--- src/rtl/zloader.sv ---
// zloader: streams a DEPTH-byte program image into the program RAM, one
// byte per two cycles, then validates a trailing checksum byte and
// releases the core from reset only when the image sums to zero mod 2^DATA_W.
//
// state   | meaning
// --------+--------------------------------------------------------------
// IDLE    | after reset; core held in reset, waiting for START
// RECV    | IN_READY high, waiting for the next program byte
// WRITE   | single RAM write cycle for the byte just accepted
// CSUM    | IN_READY high, waiting for the trailing checksum byte
// DONE    | image good; core running until the next START
// ERR     | checksum bad; core held in reset until the next START
module zloader #(
  parameter int DEPTH  = 16,
  parameter int ADDR_W = 4,
  parameter int DATA_W = 8
) (
  input  logic              CLK,
  input  logic              RESET_N,
  input  logic              START,
  input  logic [DATA_W-1:0] IN_DATA,
  input  logic              IN_VALID,
  output logic              IN_READY,
  output logic [ADDR_W-1:0] RAM_ADDR,
  output logic              RAM_OP,
  output logic [DATA_W-1:0] RAM_DATA_IN,
  output logic              CORE_RESET,
  output logic              DONE,
  output logic              ERROR,
  output logic [DATA_W-1:0] CHECKSUM
);

  localparam logic [2:0] ST_IDLE  = 3'd0;
  localparam logic [2:0] ST_RECV  = 3'd1;
  localparam logic [2:0] ST_WRITE = 3'd2;
  localparam logic [2:0] ST_CSUM  = 3'd3;
  localparam logic [2:0] ST_DONE  = 3'd4;
  localparam logic [2:0] ST_ERR   = 3'd5;

  localparam logic [ADDR_W-1:0] LAST_IDX = ADDR_W'(DEPTH - 1);

  logic [2:0]        state;
  logic [ADDR_W-1:0] count;
  logic [DATA_W-1:0] sum;
  logic [DATA_W-1:0] sum_plus_in;
  logic              xfer;

  // Handshake and the running sum including the byte on the bus.
  always_comb begin
    xfer        = IN_VALID && IN_READY;
    sum_plus_in = sum + IN_DATA;
  end

  // Load sequencer; every output is a register updated here.
  always_ff @(posedge CLK or negedge RESET_N) begin
    if (!RESET_N) begin
      state       <= ST_IDLE;
      count       <= '0;
      sum         <= '0;
      IN_READY    <= 1'b0;
      RAM_OP      <= 1'b0;
      RAM_ADDR    <= '0;
      RAM_DATA_IN <= '0;
      CORE_RESET  <= 1'b1;
      DONE        <= 1'b0;
      ERROR       <= 1'b0;
      CHECKSUM    <= '0;
    end else begin
      case (state)
        ST_IDLE, ST_DONE, ST_ERR: begin
          // Restart from any resting state re-asserts core reset first.
          if (START) begin
            count      <= '0;
            sum        <= '0;
            DONE       <= 1'b0;
            ERROR      <= 1'b0;
            CORE_RESET <= 1'b1;
            IN_READY   <= 1'b1;
            state      <= ST_RECV;
          end
        end
        ST_RECV: begin
          if (xfer) begin
            RAM_ADDR    <= count;
            RAM_DATA_IN <= IN_DATA;
            RAM_OP      <= 1'b1;
            sum         <= sum_plus_in;
            IN_READY    <= 1'b0;
            state       <= ST_WRITE;
          end
        end
        ST_WRITE: begin
          RAM_OP   <= 1'b0;
          IN_READY <= 1'b1;
          if (count == LAST_IDX) begin
            state <= ST_CSUM;
          end else begin
            count <= count + 1'b1;
            state <= ST_RECV;
          end
        end
        ST_CSUM: begin
          if (xfer) begin
            IN_READY <= 1'b0;
            CHECKSUM <= sum;
            if (sum_plus_in == '0) begin
              DONE       <= 1'b1;
              CORE_RESET <= 1'b0;
              state      <= ST_DONE;
            end else begin
              ERROR <= 1'b1;
              state <= ST_ERR;
            end
          end
        end
        default: begin
          state <= ST_IDLE;
        end
      endcase
    end
  end

endmodule

--- config.mk ---
export PLATFORM = sky130hd
export DESIGN_NAME = zloader
export DESIGN_NICKNAME = d
export VERILOG_FILES = /design/src/rtl/zloader.sv
export SDC_FILE = /design/constraint.sdc
export NUM_CORES = 1
export LEC_CHECK = 0
export BUFFER_PORTS_ARGS = -buffer_cell sky130_fd_sc_hd__buf_2
export CORE_ASPECT_RATIO = 0.5
export CORE_MARGIN = 2
export CORE_UTILIZATION = 49
export CTS_CLUSTER_SIZE = 25
export DETAILED_ROUTE_END_ITERATION = 10
export PLACE_DENSITY = 0.78
export SLEW_MARGIN = 5
export SYNTH_ARGS = -nofsm -noshare
export SYNTH_HDL_FRONTEND = slang
export SYNTH_SLANG_ARGS = --single-unit
--- constraint.sdc ---
create_clock -name CLK -period 2.15 [get_ports CLK]
set_input_delay 0.3225 -clock CLK [delete_from_list [all_inputs] [get_ports CLK]]
set_output_delay 0.3225 -clock CLK [all_outputs]
set_load 0.01 [all_outputs]
==> results.md <==
* Status: finished with violations
* Failing checks: negative setup slack
* Largest stage delay, worst path at between 300 and 400 ps
* Hold-fix buffers, CTS at 0
* Final min period at 2160 ps
* First-pass GRT wire length at 6.92 mm
* Yosys reg bits at 40
* Setup violations, final at 1
* Total CTS buffers at 5
* Die Wd at 94.8 um
* Slowest cell on crit path: dfrtp_1
* Placer Congestion at 0.792
* Commonest non-fill, non-tap cells in the layout: dfrtp_1, buf_2, mux2_2, nor2_1, buf_4
* Slack of the critical path at -13.7 ps
* Number of global-route vias before repair at 1504
* Syn nets at ~180
* Core Area at 0.00392 mm^2
* Syn_area_per_cell at 12.5 um^2
* Layout cells sized above 1 at 43.3%
* RSZ-0062 raised after global routing: yes
* H-tree levels at 2
* Num ports at 37
* Top cell type's share of synthesized area at 48.4%
* Wire per inst at 15.7 um
* Syn Std Cell Area at 0.00202 mm^2
* CP bufs+invs at 1
* Slew @ Worst Pin at roughly 880 ps
* Post-Synthesis Cells at 162
* Commonest non-fill, non-tap cell in the layout: dfrtp_1
* CTS sink count at 40
* Vias per Instance at 5.62
* Largest net degree at the start of global routing at 41
* ANT cells at 0
* Static leakage at 1.19 nW
* Max-slew violation count at 0
* Row count at 16
* Initial antenna violation count at 0
* Maximum fanout along the worst path at 4
* Initial DRC Count at 86
* Routed WL at between 4 and 5 mm
* Final hold viol count at 0
* Post-DP HPWL at 2.85 mm
* Post-Place Cell Area at 0.00229 mm^2
* Worst setup EP type: flip-flop
* CTS root buf: clkbuf_8
* Die height at 49.4 um
* First-pass iteration count of the detailed router at 4
* CP required at ~2400 ps
* Synth warn at 0
* Worst setup path class: flip-flop to flip-flop
* Sequential area share after synthesis at 49.7%
* Die area at 0.00468 mm^2
* CP cell instances: ha_2, fa_2, a211oi_4, buf_4, nor4b_2, nand4b_4, nor4_4, a31o_1
* Slew HR at between 40 and 50%
* CTS tree: done
* Worst skew pair latency at 300 ps
* Port Buffers at 36
* Setup crit start kind: flip-flop
* Max IR drop VDD at 0.548 mV
* Synth top area cells: dfrtp_1, mux2_2, ha_1
* Final antenna-violating net count at 0
* GRT overflow at 0
* Top delay family on crit path: adder cells
* Worst Hold Class: input port to async pin
* Post-route cell area at 0.00246 mm^2
* Via count at ~1.5k
* Highest clock rate at 462 MHz
* Max Cap Viol at 0
* Cell variety after synth at 48
* CP arrival at 2400 ps
* Yosys top cell by area: dfrtp_1
* Clock slew at reported path FFs at 80 ps
* Final worst path period share at 101%
* Clock Tree Buf Depth at 2
* Final nets at 235
* TNS Setup at -13.7 ps
* Util after Layout at 62.7%
* Pwr/cell area at about 1200 mW/mm^2
* Area delta synth->final at 21.8%
* Fin Clk Skew at between 9 and 10 ps
* Tot GR Track Use at about a fifth
* Remaining routing DRC violations at 0
* Starting density of the core at a little over 50%
metal layers:
metal  vias up  share of wire (%)  global-route usage (%)
met5         -                  0                       0
met4         0                1.9                    8.70
met3        11                5.0                    5.26
met2        39                 49                    31.3
met1       754                 44                    24.7
li1        707                  -                       -
timing repair:
| item | in CTS | in global routing |
|---|---|---|
| resized for setup | 6 | 2 |
| setup endpoints to repair | 4 | 5 |
| buffers inserted | 2 | 3 |
| pin swaps | 5 | 6 |
cell type report:
class,count,area [um^2]
well taps,54,67.6
clock buffers,5,68.8
inverters,2,7.51
fillers,336,1470
multi-input cells,118,1030
flip-flops and latches,40,1000
repair buffers,47,263
clock inverters,3,18.8
worst paths after layout:
check | from | to | slack, ps | depth (start not counted)
max reg2reg | sum[0] | DONE | -10 | 8
max in group asynchronous | RESET_N | RAM_DATA_IN[6] | 1450 | 1
min reg2reg | RAM_DATA_IN[7] | RAM_DATA_IN[7] | 490 | 1
min in group CLK | START | state[2] | 260 | 2
min | RESET_N | sum[5] | 140 | 1
max | sum[0] | DONE | -10 | 8
through the flow:
step                      setup slack [ps]  power [mW]  instances  hold slack, ps
final                                -13.7        3.01        269             142
after global routing                 -88.0        3.19        269             218
after CTS                             -132        2.95        266             181
after detailed placement              -243        2.37        256             474
after global placement                -141        2.33        256             469
after floorplan                       13.4        1.97        162            26.9
worst reg2reg max path: cells and delay by family (launching register included):
family	cells	cell delay [ps]
AOI/OAI and AO/OA	2	450
buffers and inverters	1	160
adders and majority gates	2	580
and+or+nand+nor	3	520
DFF	1	390
power by group:
group / total, mW / switching (mW) / internal (mW)
sequential: 1.14 / 0.150 / 0.993
clock: 0.504 / 0.278 / 0.226
combinational: 1.37 / 0.714 / 0.651
state kept, by name (all words and copies together), names as in the netlist:
register     count
count            4
RAM_OP           1
ERROR            1
RAM_ADDR         4
DONE             1
IN_READY         1
CORE_RESET       1
sum              8
state            3
CHECKSUM         8
RAM_DATA_IN      8
synthesized netlist by cell type (all sizes together):
| master | count |
|---|---|
| nor3b | 2 |
| a31o | 2 |
| mux2 | 21 |
| a21boi | 1 |
| inv | 2 |
| nor2b | 3 |
| and3b | 1 |
| and2b | 1 |
| a21o | 2 |
| nor4 | 2 |
| xor2 | 3 |
| o21ba | 2 |
| o41ai | 1 |
| a31oi | 1 |
| nand2 | 5 |
| o221ai | 1 |
| fa | 1 |
| dfstp | 1 |
| and4 | 1 |
| nand3 | 2 |
| buf | 2 |
| nor2 | 15 |
| a211oi | 2 |
| nor4b | 2 |
| o2bb2ai | 1 |
| nand4b | 1 |
| ha | 8 |
| o21ai | 9 |
| dfrtp | 39 |
| a21oi | 6 |
| nand2b | 4 |
| o211ai | 4 |
| xnor2 | 3 |
| a22o | 7 |
| nor3 | 4 |
cells by family after synthesis:
logic type / synth area share, %
and+or+nand+nor: 14.1
DFF: 49.7
xor gates and xnor gates: 2.60
AOI/OAI and AO/OA: 14.8
muxes: 11.7
buffers and inverters: 1.18
adders and majority gates: 5.95
(Power assumes the default switching activity.)
